==> src/rtl/bcd4digit_to_bin.sv <==
// ============================================================================
// Module      : bcd4digit_to_bin
// Description : Sequential four-digit BCD to 14-bit binary converter. Digits
//               use the display format (A = ones .. D = thousands, 4'hF =
//               blank). One multiply-by-ten-and-add step per clock, most
//               significant digit first, under a start/busy/done handshake.
// Revision    : 1.0 - initial release
// ============================================================================
`default_nettype none

module bcd4digit_to_bin (
    input  logic        clk,
    input  logic        rst,
    input  logic        start,
    input  logic [3:0]  A,
    input  logic [3:0]  B,
    input  logic [3:0]  C,
    input  logic [3:0]  D,
    output logic [13:0] value,
    output logic        busy,
    output logic        done,
    output logic        error
);

    // ------------------------------------------------------------------------
    // State encoding
    // ------------------------------------------------------------------------
    typedef enum logic [1:0] {
        ST_IDLE = 2'd0,
        ST_CONV = 2'd1,
        ST_DONE = 2'd2
    } state_t;

    localparam logic [3:0]  c_BLANK      = 4'hF;
    localparam logic [3:0]  c_MAX_DIGIT  = 4'd9;
    localparam logic [1:0]  c_FIRST_IX   = 2'd3;
    localparam logic [1:0]  c_LAST_IX    = 2'd0;
    localparam logic [13:0] c_ZERO_VALUE = 14'd0;

    // ------------------------------------------------------------------------
    // Registers
    // ------------------------------------------------------------------------
    state_t      r_state;
    logic [3:0]  r_dig_a;
    logic [3:0]  r_dig_b;
    logic [3:0]  r_dig_c;
    logic [3:0]  r_dig_d;
    logic [13:0] r_acc;
    logic [1:0]  r_ix;
    logic        r_bad;
    logic [13:0] r_value;
    logic        r_busy;
    logic        r_done;
    logic        r_error;

    // ------------------------------------------------------------------------
    // Combinational wires
    // ------------------------------------------------------------------------
    logic [3:0]  w_dig;
    logic [3:0]  w_dig_add;
    logic [13:0] w_acc_x10;
    logic [13:0] w_acc_next;
    logic        w_start_bad;

    // Digit codes 4'hA..4'hE are not BCD; 4'hF is a legal blank.
    function automatic logic is_invalid(input logic [3:0] d);
        return (d > c_MAX_DIGIT) && (d != c_BLANK);
    endfunction

    // Inspect the live inputs so the bad flag is captured together with the
    // digit latches on the accepting edge.
    assign w_start_bad = is_invalid(A) | is_invalid(B) |
                         is_invalid(C) | is_invalid(D);

    // Select the latched digit for the current step (thousands first).
    always_comb begin
        w_dig = 4'd0;
        case (r_ix)
            2'd3:    w_dig = r_dig_d;
            2'd2:    w_dig = r_dig_c;
            2'd1:    w_dig = r_dig_b;
            default: w_dig = r_dig_a;
        endcase
    end

    // Blanks and invalid codes both contribute zero; invalid results are
    // zeroed at completion via the bad flag.
    assign w_dig_add = (w_dig <= c_MAX_DIGIT) ? w_dig : 4'd0;

    // acc*10 as shift-and-add; 999*10+9 fits comfortably in 14 bits.
    assign w_acc_x10  = (r_acc << 3) + (r_acc << 1);
    assign w_acc_next = w_acc_x10 + {10'd0, w_dig_add};

    // Control FSM with registered handshake and result outputs.
    always_ff @(posedge clk or posedge rst) begin
        if (rst) begin
            r_state <= ST_IDLE;
            r_dig_a <= 4'd0;
            r_dig_b <= 4'd0;
            r_dig_c <= 4'd0;
            r_dig_d <= 4'd0;
            r_acc   <= 14'd0;
            r_ix    <= 2'd0;
            r_bad   <= 1'b0;
            r_value <= c_ZERO_VALUE;
            r_busy  <= 1'b0;
            r_done  <= 1'b0;
            r_error <= 1'b0;
        end else begin
            // done is a single-cycle pulse; only completion re-asserts it.
            r_done <= 1'b0;
            case (r_state)
                ST_IDLE, ST_DONE: begin
                    if (start) begin
                        r_dig_a <= A;
                        r_dig_b <= B;
                        r_dig_c <= C;
                        r_dig_d <= D;
                        r_bad   <= w_start_bad;
                        r_acc   <= 14'd0;
                        r_ix    <= c_FIRST_IX;
                        r_busy  <= 1'b1;
                        r_state <= ST_CONV;
                    end else begin
                        r_state <= ST_IDLE;
                    end
                end
                ST_CONV: begin
                    r_acc <= w_acc_next;
                    r_ix  <= r_ix - 2'd1;
                    if (r_ix == c_LAST_IX) begin
                        r_value <= r_bad ? c_ZERO_VALUE : w_acc_next;
                        r_error <= r_bad;
                        r_done  <= 1'b1;
                        r_busy  <= 1'b0;
                        r_state <= ST_DONE;
                    end
                end
                default: begin
                    r_busy  <= 1'b0;
                    r_state <= ST_IDLE;
                end
            endcase
        end
    end

    assign value = r_value;
    assign busy  = r_busy;
    assign done  = r_done;
    assign error = r_error;

endmodule

`default_nettype wire

==> config.mk <==
export PLATFORM = sky130hd
export DESIGN_NAME = bcd4digit_to_bin
export DESIGN_NICKNAME = d
export VERILOG_FILES = /design/src/rtl/bcd4digit_to_bin.sv
export SDC_FILE = /design/constraint.sdc
export NUM_CORES = 1
export LEC_CHECK = 0
export ABC_AREA = 1
export ABC_CLOCK_PERIOD_IN_PS = 6600
export CORE_MARGIN = 4
export CORE_UTILIZATION = 50
export DETAILED_ROUTE_END_ITERATION = 7
export PLACE_DENSITY = 0.83
export REMOVE_ABC_BUFFERS = 1
export SKIP_LAST_GASP = 1
export SYNTH_ARGS = -nofsm -noshare
export SYNTH_HDL_FRONTEND = slang
export SYNTH_SLANG_ARGS = --single-unit
==> constraint.sdc <==
create_clock -name clk -period 6.6 [get_ports clk]
set_clock_uncertainty 0.2 [all_clocks]
set_input_delay 0.66 -clock clk [delete_from_list [all_inputs] [get_ports clk]]
set_output_delay 0.66 -clock clk [all_outputs]
set_load 0.05 [all_outputs]
==> flow_summary.yaml <==
timing:
  rsz0062_at_grt: "false"
  finalCritPeriodShare_pct: 57.1
  setup_violations: 0
  tightest_slew_ps: 1010
  timing.slew.headroom_pct: 32.4
  fin_setup_tns_ps: 0
  finalMaxSlewViolations: 0
  fin_hold_ws_ps: 280
  final-hold-violation-count: 0
  timing.fmax_mhz: 266
  fin_crit_ps: 3770
synthesis:
  synth_top_area_share_pct: 43.1
  synth_edf_count: 0
  synth-seq-cells: 51
  synth_largest_area_cell: "dfrtp_1"
  syn_area_um2: 2960
  synth_area_leaders: "dfrtp_1 43%, nand2_1 19%, ha_1 11%, inv_1 5.3%, nand3_1 4.2%"
  synth_cells: 379
  ys_seq_area_share_pct: 43.1
  synth.avg_cell_area_um2: 7.82
  post_synth_num_cell_types: 27
  ys.flop_type: "dfrtp_1"
  yosys_warnings: 0
  async_flop_share_pct: 100
power:
  vdd_ir_drop_max_mv: 0.215
  leakage_nw: 1.87
  p_total_mw: 1.95
  p_per_area_nw_per_um2: 561
floorplanning:
  die_h_um: 85.0
  die_x_um: 85.0
  rows: 27
  num_io_pins: 36
  coreArea_um2: 5640
  initial_utilization_pct: 52.5
  die-area_um2: 7220
finish:
  fin_area_um2: 3470
  antennaDiodeCount: 0
  filler_cell_count: 499
  syn2layout_area_growth_pct: 17.3
  layout_common_cells: "152 x nand2_1, 51 x dfrtp_1, 41 x inv_1"
  fin_nets: 462
  drive_gt1_share_pct: 3.86
  layout.cells.non_filler: 487
  layout_commonest_cell: "nand2_1"
critical_path:
  cp-start-kind: "register"
  cp_data_required_time_ps: 6600
  path_max_fanout: 7
  r2r_slack_ps: 2830
  crit_type: "reg2reg"
  startpoint: "r_ix[0]"
  arrival_ps: 3760
  timing.rr.start: "r_ix[0]"
  end_kind: "register"
detailed_routing:
  avgViaCountPerCell: 5.19
  drtIter0Drc: 165
  wire_per_inst_um: 12.9
  drc: 0
  dr.pass1.iters: 5
  vias: 2527
  antenna_left: 0
  wl_um: 6270
clocking:
  cts_sinks: 51
  clkLatencyLatePin_ps: 300
  postCtsResizedCells: 0
  cts_hold_buf: 0
  cts_tree: "yes"
  cts-root-buf: "clkbuf_8"
  cts.clk_slew.worst_paths_ps: 90
  post-cts-setup-buffers: 0
  cts_buffers: 5
  clockBufferDepth: 2
  h-tree-depth: 2
outcome:
  status: "finished clean"
placed_design:
  dp_hpwl_um: 4790
  placed_area_um2: 3370
  gp_congestion: 0.899
  dp.cells: 480
  portBuffers: 35
worst_hold_path:
  hold_path_class: "reg2reg"
  min_from: "value[13]"
grt:
  grt_antenna_before_repair: 0
  grt_max_degree: 52
  gr-usage-all-layers_pct: 18.5
  grt_pass1_vias: 2472
  grt_pass1_wl_um: 10900
  grt_overflow_total: 0
run:
  maxCapViolations: 0
-- cell families (layout without fill, tap and decap cells) --
family	Yosys count	in the layout	synth area share, %
buf+inv	53	89	7.09
xor+xnor	5	5	1.48
flops	51	51	43.1
fa+ha+maj	28	28	12.3
simple gates	200	200	28.3
compound gates	42	42	7.69
-- synth_stat cells, types with 2 or more instances --
cell type and instances:
xor2_1 2, ha_1 26, nand3b_1 2, dfrtp_1 51
o21ai_1 6, xnor2_1 3, nand2_1 152, nor2_8 2
buf_2 4, fa_1 2, nand3_1 25, inv_1 42
inv_2 4, a21oi_1 6, a31oi_1 3, o211ai_1 3
nor2_1 14, o21ai_0 21, nand4_1 3
-- worst max-delay path, cell delays in order (launching register included) --
cell     delay (ps)
dfrtp_1         390
inv_1           100
ha_1            270
inv_2           180
o21ai_0         140
o21ai_0         240
nand2_1          90
nand2_1         100
nand2_1          70
fa_1            490
inv_1            70
fa_1            480
nand3_1         120
nand3_1         130
nand2_1          90
nand2_1          60
or2_2           300
nand3_1          90
nand2_1          50
-- per-stage QoR --
step / utilization, % / setup WS [ps]
2_1_floorplan: - / 3250
3_3_place_gp: 59.8 / 3160
3_5_place_dp: 59.8 / 2930
4_1_cts: 61.6 / 2870
5_1_grt: 61.6 / 2610
6_report: 61.6 / 2830
-- power by group --
group / total (mW) / switching (mW) / internal [mW]
clock network: 0.211 / 0.100 / 0.111
registers: 0.541 / 0.0864 / 0.454
logic: 1.20 / 0.783 / 0.414
-- cell type report --
class	count	area [µm²]	share of cell area, %
multi-input cells	275	1480	42.5
repair buffers	35	350	10.1
flip-flops and latches	51	1280	36.7
clock buffers	6	72.6	2.09
clock inverters	1	30.0	0.864
well taps	72	90.1	2.59
inverters	47	179	5.15
-- metal layers --
metal | GRT usage, % | part of all wire (%) | vias to the layer above
met5 | 0 | 0 | -
met4 | 6.47 | 2.1 | 0
met3 | 3.01 | 3.7 | 12
met2 | 33.8 | 50 | 66
met1 | 21.8 | 44 | 1175
li1 | - | - | 1274
-- worst paths after layout --
path,endpoint,cells past startpoint
setup / recovery,r_acc[8],18
hold / removal,value[13],2
setup reg to reg,r_acc[8],18
hold reg to reg,value[13],2
max in group asynchronous,value[6],2
min in group asynchronous,value[13],2
-- state kept, by name, summed over array words and instances (netlist names) --
name,count
busy,1
r_dig_a,4
r_dig_c,4
value,14
r_state,2
r_dig_d,4
r_bad,1
error,1
done,1
r_ix,2
r_dig_b,4
r_acc,13
No activity file was read; power rests on OpenSTA's default activity.
